## src/rtl/frame_seq_pkg.sv

```systemverilog
// frame_seq_pkg: shared types and constants for the animation frame sequencer.
//   state_t       - sequencer FSM state encoding (IDLE / ARM / WAIT)
//   MODE_*        - encodings of the 2-bit sequence mode input
package frame_seq_pkg;

   typedef enum logic [1:0] {
      IDLE = 2'd0,
      ARM  = 2'd1,
      WAIT = 2'd2
   } state_t;

   localparam logic [1:0] MODE_LOOP     = 2'b00;
   localparam logic [1:0] MODE_ONESHOT  = 2'b01;
   localparam logic [1:0] MODE_PINGPONG = 2'b10;

endpackage

```

## src/rtl/frame_step.sv

```systemverilog
// frame_step: combinational next-frame logic for frame_seq.
//   frame     in  current frame index
//   mode      in  captured sequence mode
//   dir       in  current direction, 1 = counting down (FRAME_SEQ_PINGPONG_EN only)
//   dir_nxt   out direction after this step (FRAME_SEQ_PINGPONG_EN only)
//   frame_nxt out frame index after this step
//   seq_end   out one-shot sequence is complete; frame must hold
// Optional feature macro: FRAME_SEQ_PINGPONG_EN (enables ping-pong mode).
module frame_step
   import frame_seq_pkg::*;
#(
   parameter int FRAMES = 8,
   localparam int W = $clog2(FRAMES)
) (
   input  logic [W-1:0] frame,
   input  logic [1:0]   mode,
`ifdef FRAME_SEQ_PINGPONG_EN
   input  logic         dir,
   output logic         dir_nxt,
`endif
   output logic [W-1:0] frame_nxt,
   output logic         seq_end
);

   localparam logic [W-1:0] LAST = W'(FRAMES - 1);
   localparam logic [W-1:0] ONE  = W'(1);
   localparam logic [W-1:0] ZERO = '0;

   always_comb begin
      frame_nxt = frame + ONE;
      seq_end   = 1'b0;
`ifdef FRAME_SEQ_PINGPONG_EN
      dir_nxt   = dir;
`endif
      if (frame == LAST) begin
         if (mode == MODE_ONESHOT) begin
            frame_nxt = frame;
            seq_end   = 1'b1;
         end
`ifdef FRAME_SEQ_PINGPONG_EN
         else if (mode == MODE_PINGPONG) begin
            // turn around without revisiting the top frame
            frame_nxt = frame - ONE;
            dir_nxt   = 1'b1;
         end
`endif
         else begin
            frame_nxt = ZERO;
         end
      end
`ifdef FRAME_SEQ_PINGPONG_EN
      // downward leg; dir is only ever set while in ping-pong mode
      if (mode == MODE_PINGPONG && dir) begin
         if (frame == ZERO) begin
            frame_nxt = ONE;
            dir_nxt   = 1'b0;
         end else begin
            frame_nxt = frame - ONE;
         end
      end
`endif
   end

endmodule

```

## src/rtl/frame_seq.sv

```systemverilog
// frame_seq: animation frame sequencer driven by a one-shot tick timer.
//   clk       in  clock, rising edge
//   rst       in  synchronous active-high reset
//   start     in  launch a sequence from IDLE
//   stop      in  abort a running sequence
//   mode      in  00 loop, 01 one-shot, 10 ping-pong, 11 loop; captured at start
//   tick      in  single-cycle pulse from the tick timer
//   tmr_trig  out one-cycle pulse re-arming the tick timer (ARM decode)
//   frame     out current frame index
//   frame_stb out pulse the cycle after frame advances on a tick
//   busy      out high in ARM or WAIT
//   done      out pulse when a one-shot sequence completes
// Optional feature macro: FRAME_SEQ_PINGPONG_EN (mode 10 runs ping-pong;
// otherwise mode 10 behaves as loop and no direction register exists).
//
// state | meaning
// IDLE  | sequencer stopped, frame holds its last value
// ARM   | pulse tmr_trig for one cycle to start the tick timer
// WAIT  | wait for the timer tick, then step the frame
module frame_seq
   import frame_seq_pkg::*;
#(
   parameter int FRAMES = 8,
   localparam int W = $clog2(FRAMES)
) (
   input  logic         clk,
   input  logic         rst,
   input  logic         start,
   input  logic         stop,
   input  logic [1:0]   mode,
   input  logic         tick,
   output logic         tmr_trig,
   output logic [W-1:0] frame,
   output logic         frame_stb,
   output logic         busy,
   output logic         done
);

   state_t       state_q, state_d;
   logic [W-1:0] frame_q, frame_d;
   logic [1:0]   mode_q, mode_d;
   logic         frame_stb_q, frame_stb_d;
   logic         done_q, done_d;
   logic [W-1:0] frame_nxt;
   logic         seq_end;
`ifdef FRAME_SEQ_PINGPONG_EN
   logic         dir_q, dir_d;
   logic         dir_nxt;
`endif

   frame_step #(.FRAMES(FRAMES)) u_step (
      .frame     (frame_q),
      .mode      (mode_q),
`ifdef FRAME_SEQ_PINGPONG_EN
      .dir       (dir_q),
      .dir_nxt   (dir_nxt),
`endif
      .frame_nxt (frame_nxt),
      .seq_end   (seq_end)
   );

   always_comb begin
      state_d     = state_q;
      frame_d     = frame_q;
      mode_d      = mode_q;
      frame_stb_d = 1'b0;
      done_d      = 1'b0;
`ifdef FRAME_SEQ_PINGPONG_EN
      dir_d       = dir_q;
`endif
      case (state_q)
         IDLE: begin
            if (start && !stop) begin
               state_d = ARM;
               frame_d = '0;
               mode_d  = mode;
`ifdef FRAME_SEQ_PINGPONG_EN
               dir_d   = 1'b0;
`endif
            end
         end
         ARM: begin
            state_d = stop ? IDLE : WAIT;
         end
         WAIT: begin
            // stop takes priority over a coincident tick
            if (stop) begin
               state_d = IDLE;
            end else if (tick) begin
               if (seq_end) begin
                  done_d  = 1'b1;
                  state_d = IDLE;
               end else begin
                  frame_d     = frame_nxt;
                  frame_stb_d = 1'b1;
                  state_d     = ARM;
`ifdef FRAME_SEQ_PINGPONG_EN
                  dir_d       = dir_nxt;
`endif
               end
            end
         end
         default: state_d = IDLE;
      endcase
   end

   always_ff @(posedge clk) begin
      if (rst) begin
         state_q     <= IDLE;
         frame_q     <= '0;
         mode_q      <= MODE_LOOP;
         frame_stb_q <= 1'b0;
         done_q      <= 1'b0;
`ifdef FRAME_SEQ_PINGPONG_EN
         dir_q       <= 1'b0;
`endif
      end else begin
         state_q     <= state_d;
         frame_q     <= frame_d;
         mode_q      <= mode_d;
         frame_stb_q <= frame_stb_d;
         done_q      <= done_d;
`ifdef FRAME_SEQ_PINGPONG_EN
         dir_q       <= dir_d;
`endif
      end
   end

   assign tmr_trig  = (state_q == ARM);
   assign busy      = (state_q != IDLE);
   assign frame     = frame_q;
   assign frame_stb = frame_stb_q;
   assign done      = done_q;

endmodule

```

## config.mk

```make
export PLATFORM = sky130hd
export DESIGN_NAME = frame_seq
export DESIGN_NICKNAME = d
export VERILOG_FILES = /design/src/rtl/frame_seq_pkg.sv /design/src/rtl/frame_step.sv /design/src/rtl/frame_seq.sv
export SDC_FILE = /design/constraint.sdc
export NUM_CORES = 1
export LEC_CHECK = 0
export BUFFER_PORTS_ARGS = -buffer_cell sky130_fd_sc_hd__buf_2
export CAP_MARGIN = 20
export CORE_MARGIN = 2
export CORE_UTILIZATION = 28
export DETAILED_ROUTE_END_ITERATION = 7
export GPL_ROUTABILITY_DRIVEN = 0
export PLACE_DENSITY = 0.46
export REMOVE_ABC_BUFFERS = 1
export SYNTH_ARGS = -nofsm -noshare
export SYNTH_HDL_FRONTEND = slang
export SYNTH_HIERARCHICAL = 1
export SYNTH_SLANG_ARGS = --single-unit
```

## constraint.sdc

```tcl
create_clock -name clk -period 2 [get_ports clk]
set_clock_uncertainty 0.05 [all_clocks]
set_input_delay 0.1 -clock clk [delete_from_list [all_inputs] [get_ports clk]]
set_output_delay 0.1 -clock clk [all_outputs]
set_load 0.03 [all_outputs]
```

## Word level (Yosys, flattened, before mapping)

Cells that the tools add are included.

| cells by class | value |
|---|---|
| shift operators | 0 |
| multiplexer cells | 17 |
| reductions and logical operators | 9 |
| $add $sub $neg | 1 |
| multipliers | 0 |
| bitwise logic cells | 2 |
| equality and inequality tests | 10 |
| order comparisons | 0 |
| div/mod/pow operators | 0 |

Operators by type and width:

| cell | number |
|---|---|
| 2-to-1 mux 3 bit | 6 |
| 2-to-1 mux 2 bit | 4 |
| inequality test 2 bit (second input constant) | 4 |
| inequality test 3 bit (second input constant) | 2 |
| case mux 2 bit (3 select lines) | 1 |
| case mux 3 bit (2 select lines) | 1 |
| AND reduction 6 bit | 1 |
| 2-to-1 mux 1 bit | 5 |
| == test 2 x 1 -> 1 bit (second input constant) | 2 |
| AND reduction 2 bit | 2 |
| nonzero test 2 bit | 2 |
| OR reduction 4 bit | 1 |
| adder 3 x 1 -> 3 bit (second input constant) | 1 |
| == test 3 bit (second input constant) | 1 |
| == test 2 bit (second input constant) | 1 |
| logical NOT 2 bit | 1 |
| inverter 1 bit | 2 |
| logical AND 1 bit | 1 |
| logical NOT 1 bit | 1 |

| word-level totals | value |
|---|---|
| logic and storage cells | 44 |
| bits in writable memories | 0 |
| output and inout port bits | 7 |
| memories | 0 |
| input port bits | 7 |
| bits in read-only memories | 0 |
| register bits | 9 |
| bits in latches | 0 |

## Depth between registers and ports, before layout

Gate-level depths: netlist (run 1).

| logic depth | value |
|---|---|
| depth after elaboration | 7 |
| gate-level depth with buffers | 6 |
| gate-level depth less buffers | 6 |

## Hierarchy

The synthesis (run 1) kept the hierarchy.

Modules (own cells, without submodules):

| module | seq. area each (um^2) | times used | area an instance (um^2) | cells each |
|---|---|---|---|---|
| frame_seq | 180.2 | 1 | 372.9 | 34 |
| frame_step | 0.0 | 1 | 82.6 | 12 |

## Worst setup path before layout (run 1)

Ideal clock, no wire load.

| path | value |
|---|---|
| path type | register -> register |
| from | register frame_q[0] (netlist: frame[0]) |
| to | register frame_q[1] (netlist: frame[1]) |
| arrival | 1.624 ns |
| slack | 0.204 ns |
| required time | 1.828 ns |
| clock period less this slack | 1.796 ns |
| cell stages (with the launch flop) | 7 |
| setup time | 0.122 ns |
| cell sequence | dfxtp_1 -> ha_1 -> ha_1 -> and3b_4 -> nand3b_2 -> a21oi_1 -> o2bb2ai_1 |

RTL lines:

| what | line | source |
|---|---|---|
| start, declared | frame_seq.sv:40 | `logic [W-1:0] frame_q, frame_d;` |
| start signal, assigned | frame_seq.sv:119 | `frame_q <= frame_d;` |
| == test 3 bit | frame_step.sv:35 | `if (frame == LAST) begin` |
| 2-to-1 mux 1 bit | frame_step.sv:35 |  |
| net seq_end | frame_seq.sv:45 | `logic seq_end;` |
| inequality test 2 bit (no source line) | n/a |  |
| AND reduction 6 bit (no source line) | n/a |  |

The timed path passes the listed nets, and every way through them passes these cells. The select of a mux whose other input is x is not followed.
A chain may end at the register's enable or synchronous reset.

## Worst setup path after layout (run 1)

| path | value |
|---|---|
| from | register frame_q[0] (netlist: frame[0]) |
| to | register frame_q[2] (netlist: frame[2]) |

Same word-level chain as after synthesis.

==> results of run 1 <==
==> flip-flops by register name (all words and copies together) (netlist names) <==
name / count
mode_q: 2
frame_stb: 1
done: 1
frame: 3
state_q: 2
==> through the flow <==
stage	setup slack (ns)	hold slack (ns)	instance area, sq um	instances	utilization, %
after floorplan	0.204	0.122	452	45	-
after global placement	0.184	0.284	537	74	35.2
after detailed placement	0.180	0.287	537	74	35.2
after CTS	0.170	0.000920	563	78	36.9
after global routing	0.0658	0.0208	563	78	36.9
final	0.154	0.00526	563	78	36.9
==> cells in the final DEF, fill, tap and decap left out <==
cell type  netlist  final
nor2_1           4      4
dfxtp_1          9      9
o2bb2ai_1        3      3
buf_2            0     13
nor3_1           2      2
clkbuf_4         0      3
or2_1            1      1
a211oi_1         1      1
or2_2            1      1
nand2b_1         5      5
nor4b_4          1      1
o22ai_1          2      2
nor3b_1          1      1
mux2i_1          2      2
a21o_1           1      1
and2b_1          1      1
a21oi_1          1      1
clkbuf_1         0      1
and3b_4          1      1
nor3_4           1      1
inv_1            2      2
ha_1             2      2
nand3b_2         1      1
nand2_1          2      2
nand3_1          1      1
==> worst max path at each step <==
stage | cells after the start | endpoint | slack, ns | from
after global routing | 6 | frame[2] | 0.07 | frame[0]
after global placement | 6 | frame[2] | 0.18 | frame[0]
after floorplan | 6 | frame[1] | 0.20 | frame[0]
after detailed placement | 6 | frame[2] | 0.18 | frame[0]
after CTS | 6 | frame[2] | 0.17 | frame[0]
final | 6 | frame[2] | 0.15 | frame[0]
==> kinds of logic (layout without fill, tap and decap cells) <==
family / count (synthesis) / after routing / share of synthesized area, %
adder cells (fa/ha/maj): 2 / 2 / 5.49
multiplexers: 2 / 2 / 4.40
flip-flops: 9 / 9 / 39.6
AND/OR/NAND/NOR: 22 / 22 / 35.2
buffers and inverters: 3 / 19 / 2.47
AO/OA/AOI/OAI: 8 / 8 / 12.9
==> final cells by class <==
type | count | area (sq um) | share of cell area, %
Inverter | 2 | 7.51 | 1.33
Clock buffer | 4 | 26.3 | 4.67
Multi-Input combinational cell | 34 | 264 | 46.9
Sequential cell | 9 | 180 | 32.0
Timing Repair Buffer | 13 | 65.1 | 11.6
Tap cell | 16 | 20.0 | 3.56
==> critical path, stage by stage (launching register included) <==
cell and delay, ns:
dfxtp_1 0.34, ha_1 0.21, ha_1 0.24, and3b_4 0.22, nand3b_2 0.25, a21oi_1 0.29
o2bb2ai_1 0.12
==> metal layers <==
| layer | vias up | wire, um | part of all wire, % | global-route usage [%] |
|---|---|---|---|---|
| li1 | 196 | - | - | - |
| met1 | 172 | 449 | 50 | 13.3 |
| met3 | 4 | 39 | 4.3 | 2.45 |
| met5 | - | 0 | 0 | 0 |
| met4 | 0 | 17 | 1.9 | 9.09 |
| met2 | 10 | 394 | 44 | 13.5 |
==> power by group <==
part           internal (mW)  leakage (nW)  switching [mW]
Combinational         0.0161         0.155          0.0197
Sequential             0.183        0.0729         0.00384
Clock                 0.0770        0.0150          0.0656
==> metrics.cfg, run 1 <==
[cts]
htree_levels=1
cts_tree=built
clockBufferDepth=2
cts_root_buf=clkbuf_4
clk_latency_ns=0.26
clk_pin_slew_ns=0.06
clock-sinks=9
cts_hold_buf=0
cts_buffers=3
cts_resized=0
post_cts_buffers=0

[critical_path]
crit_path_end_kind=flip-flop
worstRegToRegCells=6
cp-start-kind=flip-flop
cp_max_fo=6
crit_required_ns=2.09
critical_path_class=flip-flop to flip-flop
cp.arrival_ns=1.94
rr_endpoint=frame[2]
r2r-start=frame[0]
rrSetupSlack_ns=0.15

[global_route]
gr-total-overflow=0
grt_pass1_vias=343
grt_pass1_wl_um=1400
grt_max_degree=10
grtUsageTotal_pct=10.1
antenna_found_initial=0

[synthesis]
synth_common_cells=9 x dfxtp_1, 5 x nand2b_1, 4 x nor2_1
synthCells=46
synthFlopType=dfxtp_1
synth_edf_count=0
yosysTopAreaCell=dfxtp_1
synth-seq-cells=9
synth.distinct_cells=23
yosysTopAreaCellShare_pct=39.6
synthArstFlopShare_pct=0
yosysSeqAreaShare_pct=39.6
avgSynthCellArea_sq_um=9.90
yosys_warnings=6
netlist_area_sq_um=455
yosys-top-cells-area=dfxtp_1 40%, nand2b_1 6.9%, o2bb2ai_1 5.8%
yosysMostFrequentCell=dfxtp_1

[status]
status=complete, no violations

[sta]
period_share_pct=92.3
setup_violations=0
relSlewSlack_pct=80.1
rsz0062_at_grt=no
fin_crit_ns=1.85
slew_violations=0
hold_viol_final=0
worst_slew_pin_slew_ns=0.299
fin_tns_setup_ns=0
fmax_ghz=0.542

[die]
ios=14
die_area_sq_mm=0.00197
dieHeight_um=44.3
start_util_pct=29.9
fp-row-count=14
fp.dieW_um=44.3
core_sq_mm=0.00152

[min_path]
hold_class=primary input to flip-flop
holdPathStages=2
hp-start=stop
hold_path_end=state_q[1]

[job]
maxCapViolations=0

[drt]
postRouteAntennaNets=0
vias=382
dr.pass1.iters=5
route.detailed.drc=0
drtIter0Drc=4
viasPerCell=4.90
wirelength_um=899
wire_per_inst_um=11.5

[layout]
nets=72
drive_above_1_share_pct=33.9
num_antenna_cells=0
fillers=173
areaGrowthSynthToFinish_pct=23.6

[power_and_ir_drop]
p_total_mw=0.365
powerDensity_mw_per_mm2=648
p_leak_nw=0.243
irDropWorstVdd_v=0.000232

[placed_design]
hpwlAfterDp_um=673
io_buffers=13

Power figures use the tool's default switching activity.
==> run 2, diff against run 1 <==
- SYNTH_HIERARCHICAL: 1 -> unset
==> metrics.cfg, run 2 <==
[status]
status=complete, no violations

[critical_path]
critical_path_class=flip-flop to flip-flop
crit_required_ns=2.09
cp_max_fo=4
path_buf_inv=0
crit_top_cell=ha_1
cp_cell_sequence=ha_1, ha_1, and3b_1, a221o_2, mux2i_1
rrSetupSlack_ns=0.34
crit_path_end_kind=flip-flop
crit_family=compound AO/OA/AOI/OAI gates
cp-start-kind=flip-flop
max_stage_delay_ns=0.43
cp.arrival_ns=1.75
worst_path_max_delay_cell=a221o_2

[drt]
drtIter0Drc=15
viasPerCell=4.69
wirelength_um=864
postRouteAntennaNets=0
wire_per_inst_um=11.2
route.detailed.drc=0
dr.pass1.iters=4
vias=361

[synthesis]
synth.distinct_cells=22
synth_common_cells=9 x dfxtp_1, 6 x nor2_1, 5 x mux2i_1
synth_edf_count=0
synthFlopType=dfxtp_1
yosysMostFrequentCell=dfxtp_1
synthArstFlopShare_pct=0
netlist_area_sq_um=452
yosys_warnings=0
yosysTopAreaCell=dfxtp_1
yosysSeqAreaShare_pct=39.9
yosysTopAreaCellShare_pct=39.9
avgSynthCellArea_sq_um=9.82
synth-seq-cells=9
yosys-top-cells-area=dfxtp_1 40%, mux2i_1 11%, ha_1 5.5%
synthCells=46

[layout]
multi_input_area_sq_um=256
layout_common_cells=13 x buf_2, 9 x dfxtp_1, 6 x nor2_1
areaGrowthSynthToFinish_pct=21.3
fin_util_pct=36.4
largest_reg_flops=3
drive_above_1_share_pct=34.4
num_antenna_cells=0
fillers=168
nets=71
final-seq-area_sq_um=180
layout_commonest_cell=buf_2

[sta]
fin_tns_setup_ns=0
fmax_ghz=0.601
setup_violations=0
worst_slew_pin_slew_ns=0.385
rsz0062_at_grt=no
relSlewSlack_pct=74.3
hold_viol_final=0
slew_violations=0
period_share_pct=83.1
fin_crit_ns=1.66

[global_route]
grtUsageTotal_pct=11.0
antenna_found_initial=0
grt_max_degree=11
grt_pass1_vias=331
grt_pass1_wl_um=1500
gr-total-overflow=0

[die]
die_area_sq_mm=0.00195
start_util_pct=30.0
fp-row-count=14
ios=14
dieHeight_um=44.2
fp.dieW_um=44.2
core_sq_mm=0.00151

[cts]
cts_tree=built
cts_root_buf=clkbuf_4
htree_levels=1
cts_resized=0
clockBufferDepth=2
cts_buffers=3
clk_pin_slew_ns=0.06
clk_latency_ns=0.25
post_cts_buffers=0
clock-sinks=9
cts_hold_buf=0

[min_path]
hold_class=primary input to flip-flop

[placed_design]
hpwlAfterDp_um=680
io_buffers=13

[power_and_ir_drop]
clock_power_share_pct=38.3
power_frac_comb_pct=10.4
powerDensity_mw_per_mm2=662
seq_power_share_pct=51.4
power.internal_mw=0.278
power_switching_mw=0.0849
p_leak_nw=0.261
swShare_pct=23.4
irDropWorstVdd_v=0.000221

[job]
maxCapViolations=0

-- run 2: cell types whose count changed in the layout (fill, tap and decap cells not counted), sizes merged, moves of 2 or more --
cell and change:
nor3 -2, inv -2, o2bb2ai -3, nor2 +2, o22ai -2, mux2i +3
-- run 2: per-layer routing --
metal	vias up	global-route usage (%)	routed length (um)
met3	0	5.31	58
met1	162	14.1	432
met2	10	14.4	373
met5	-	0	0
met4	0	7.27	0
li1	189	-	-
-- run 2: kinds of logic (layout without fill, tap and decap cells) --
logic type / count (synthesis) / after routing / share of synthesized area (%)
buffers and inverters: 2 / 17 / 3.32
adders and majority gates: 2 / 2 / 5.54
and+or+nand+nor: 25 / 25 / 34.3
DFF: 9 / 9 / 39.9
AOI/OAI and AO/OA: 3 / 3 / 5.82
muxes: 5 / 5 / 11.1
-- run 2: final timing paths --
kind / startpoint / endpoint / cells after the start
hold reg to reg: mode_q[1] / mode_q[1] / 2
setup / recovery: frame[0] / frame[0] / 5
setup reg to reg: frame[0] / frame[0] / 5
hold / removal: mode[1] / mode_q[1] / 3
-- run 2: layout make-up --
class | count | share of cell area [%]
timing repair buffer | 13 | 11.9
clock buffer | 4 | 4.79
tap | 16 | 3.65
multi-input combinational | 35 | 46.8
sequential | 9 | 32.9
-- run 2: worst min-delay path, stage by stage --
cell	delay [ns]
buf_2	0.08
mux2i_1	0.05
nor2_1	0.07
-- run 2: power by group through the flow --
stage               logic [mW]  registers (mW)  clock network, mW
floorplan               0.0232           0.190                  0
global placement        0.0380           0.191                  0
detailed placement      0.0376           0.191                  0
CTS                     0.0379           0.186              0.148
global route            0.0411           0.187              0.166
finish                  0.0376           0.186              0.139
-- run 2: metrics by stage --
step | power [mW] | hold slack [ns] | cell area (sq um) | setup WS, ns | instances
floorplan | 0.213 | 0.122 | 437 | 0.275 | 44
global placement | 0.229 | 0.289 | 522 | 0.370 | 73
detailed placement | 0.228 | 0.301 | 522 | 0.360 | 73
CTS | 0.373 | 0.0257 | 548 | 0.347 | 77
global route | 0.395 | 0.0246 | 548 | 0.272 | 77
finish | 0.363 | 0.0335 | 548 | 0.337 | 77
==> run 3, diff against run 2 <==
- clock period: 2 -> 1.55 ns (I/O delays scaled with it)
==> metrics.cfg, run 3 (synthesis gave the netlist of run 2 again) <==
[status]
status=complete, no violations

[cts]
clk_pin_slew_ns=0.06
clock-sinks=9
clk_latency_ns=0.27
cts_root_buf=clkbuf_4
cts_tree=built
clockBufferDepth=2
htree_levels=1
cts_buffers=3
post_cts_buffers=0

[layout]
layout_commonest_cell=buf_2
areaGrowthSynthToFinish_pct=36.8
stdcell_count=82
nets=76
largest_reg_flops=3
layout_common_cells=13 x buf_2, 7 x dfxtp_1, 6 x nor2_1
fillers=152
num_antenna_cells=0
drive_above_1_share_pct=42.4

[critical_path]
critical_path_class=flip-flop to flip-flop
max_stage_delay_ns=0.41
cp_cell_sequence=ha_4, ha_4, and3b_1, a221o_2, mux2i_1
cp_max_fo=3
crit_family=compound AO/OA/AOI/OAI gates
path_buf_inv=0
worstRegToRegCells=5
worst_path_max_delay_cell=a221o_2
cp-start-kind=flip-flop
crit_required_ns=1.65
crit_path_end_kind=flip-flop
cp.arrival_ns=1.62
crit_top_cell=ha_4
crit_cells=5

[power_and_ir_drop]
irDropWorstVdd_v=0.000311
power.internal_mw=0.363
powerDensity_mw_per_mm2=776
power_frac_comb_pct=11.0
p_leak_nw=0.280
power_switching_mw=0.117
clock_power_share_pct=38.8
seq_power_share_pct=50.2
swShare_pct=24.4

[drt]
wire_per_inst_um=11.8
wirelength_um=968
drtIter0Drc=5
route.detailed.drc=0
postRouteAntennaNets=0
viasPerCell=4.85
vias=398
dr.pass1.iters=4

[placed_design]
pre_cts_ws_ns=-0.0647
numPlacedInstances=76
io_buffers=13
hpwlAfterDp_um=724

[die]
start_util_pct=30.0
die_area_sq_mm=0.00195
fp-row-count=14
dieHeight_um=44.2
fp.dieW_um=44.2
ios=14
core_sq_mm=0.00151

[global_route]
grt_max_degree=11
grt_pass1_vias=344
grt_pass1_wl_um=1490
grtUsageTotal_pct=11.3
antenna_found_initial=0
gr-total-overflow=0

[min_path]
hold_class=primary input to flip-flop
holdPathStages=2

[job]
maxCapViolations=0

[sta]
period_share_pct=98.1
hold_viol_final=0
fin_crit_ns=1.52
fmax_ghz=0.657
relSlewSlack_pct=72.5
slew_violations=0
fin_ws_ns=0.0291
worst_slew_pin_slew_ns=0.412
setup_violations=0
rsz0062_at_grt=yes

-- run 3: cell types whose count changed in the layout (fill, tap and decap cells not counted), sizes merged --
cell and delta:
buf +3, dlygate4sd3 +2
-- run 3: layer usage --
metal  track usage [%]  share of wire [%]
met1              13.5                 44
met2              15.6                 43
met3              7.35                 12
met4              5.45                1.1
met5                 0                  0
-- run 3: power by group through the flow --
stage / clock network, mW / logic [mW] / registers, mW
6_report: 0.186 / 0.0530 / 0.241
5_1_grt: 0.212 / 0.0575 / 0.241
4_1_cts: 0.198 / 0.0531 / 0.241
3_5_place_dp: 0 / 0.0491 / 0.246
3_3_place_gp: 0 / 0.0498 / 0.246
2_1_floorplan: 0 / 0.0300 / 0.245
-- run 3: final cells by class --
type | count | area [sq um] | area share [%]
clock buffer | 4 | 26.3 | 4.25
multi-input combinational | 35 | 282 | 45.5
tap | 16 | 20.0 | 3.24
timing repair buffer | 18 | 108 | 17.4
sequential | 9 | 183 | 29.6
-- run 3: repair_timing --
item                                    in CTS  in global routing
endpoints found under the setup margin       3                  3
endpoints found under the hold margin        2                  0
gates resized for setup                      3                  3
pin swaps                                    2                  0
hold buffers                                 2                  0
-- run 3: worst paths after layout --
path / startpoint / endpoint / slack [ns]
max reg2reg: frame[0] / frame[1] / 0.03
max: frame[0] / frame[1] / 0.03
min reg2reg: mode_q[0] / done / 0.46
min: rst / mode_q[0] / 0.05
-- run 3: stage by stage --
| stage | TNS, ns | util (%) | power [mW] | hold WS, ns | cell area (sq um) |
|---|---|---|---|---|---|
| global route | -0.0163 | 41.0 | 0.511 | 0.0432 | 618 |
| floorplan | -0.524 | - | 0.275 | 0.0999 | 437 |
| global placement | -0.100 | 36.1 | 0.296 | 0.269 | 544 |
| CTS | 0 | 39.6 | 0.492 | 0.0347 | 597 |
| detailed placement | -0.170 | 36.1 | 0.295 | 0.275 | 544 |
| finish | 0 | 41.0 | 0.480 | 0.0477 | 618 |
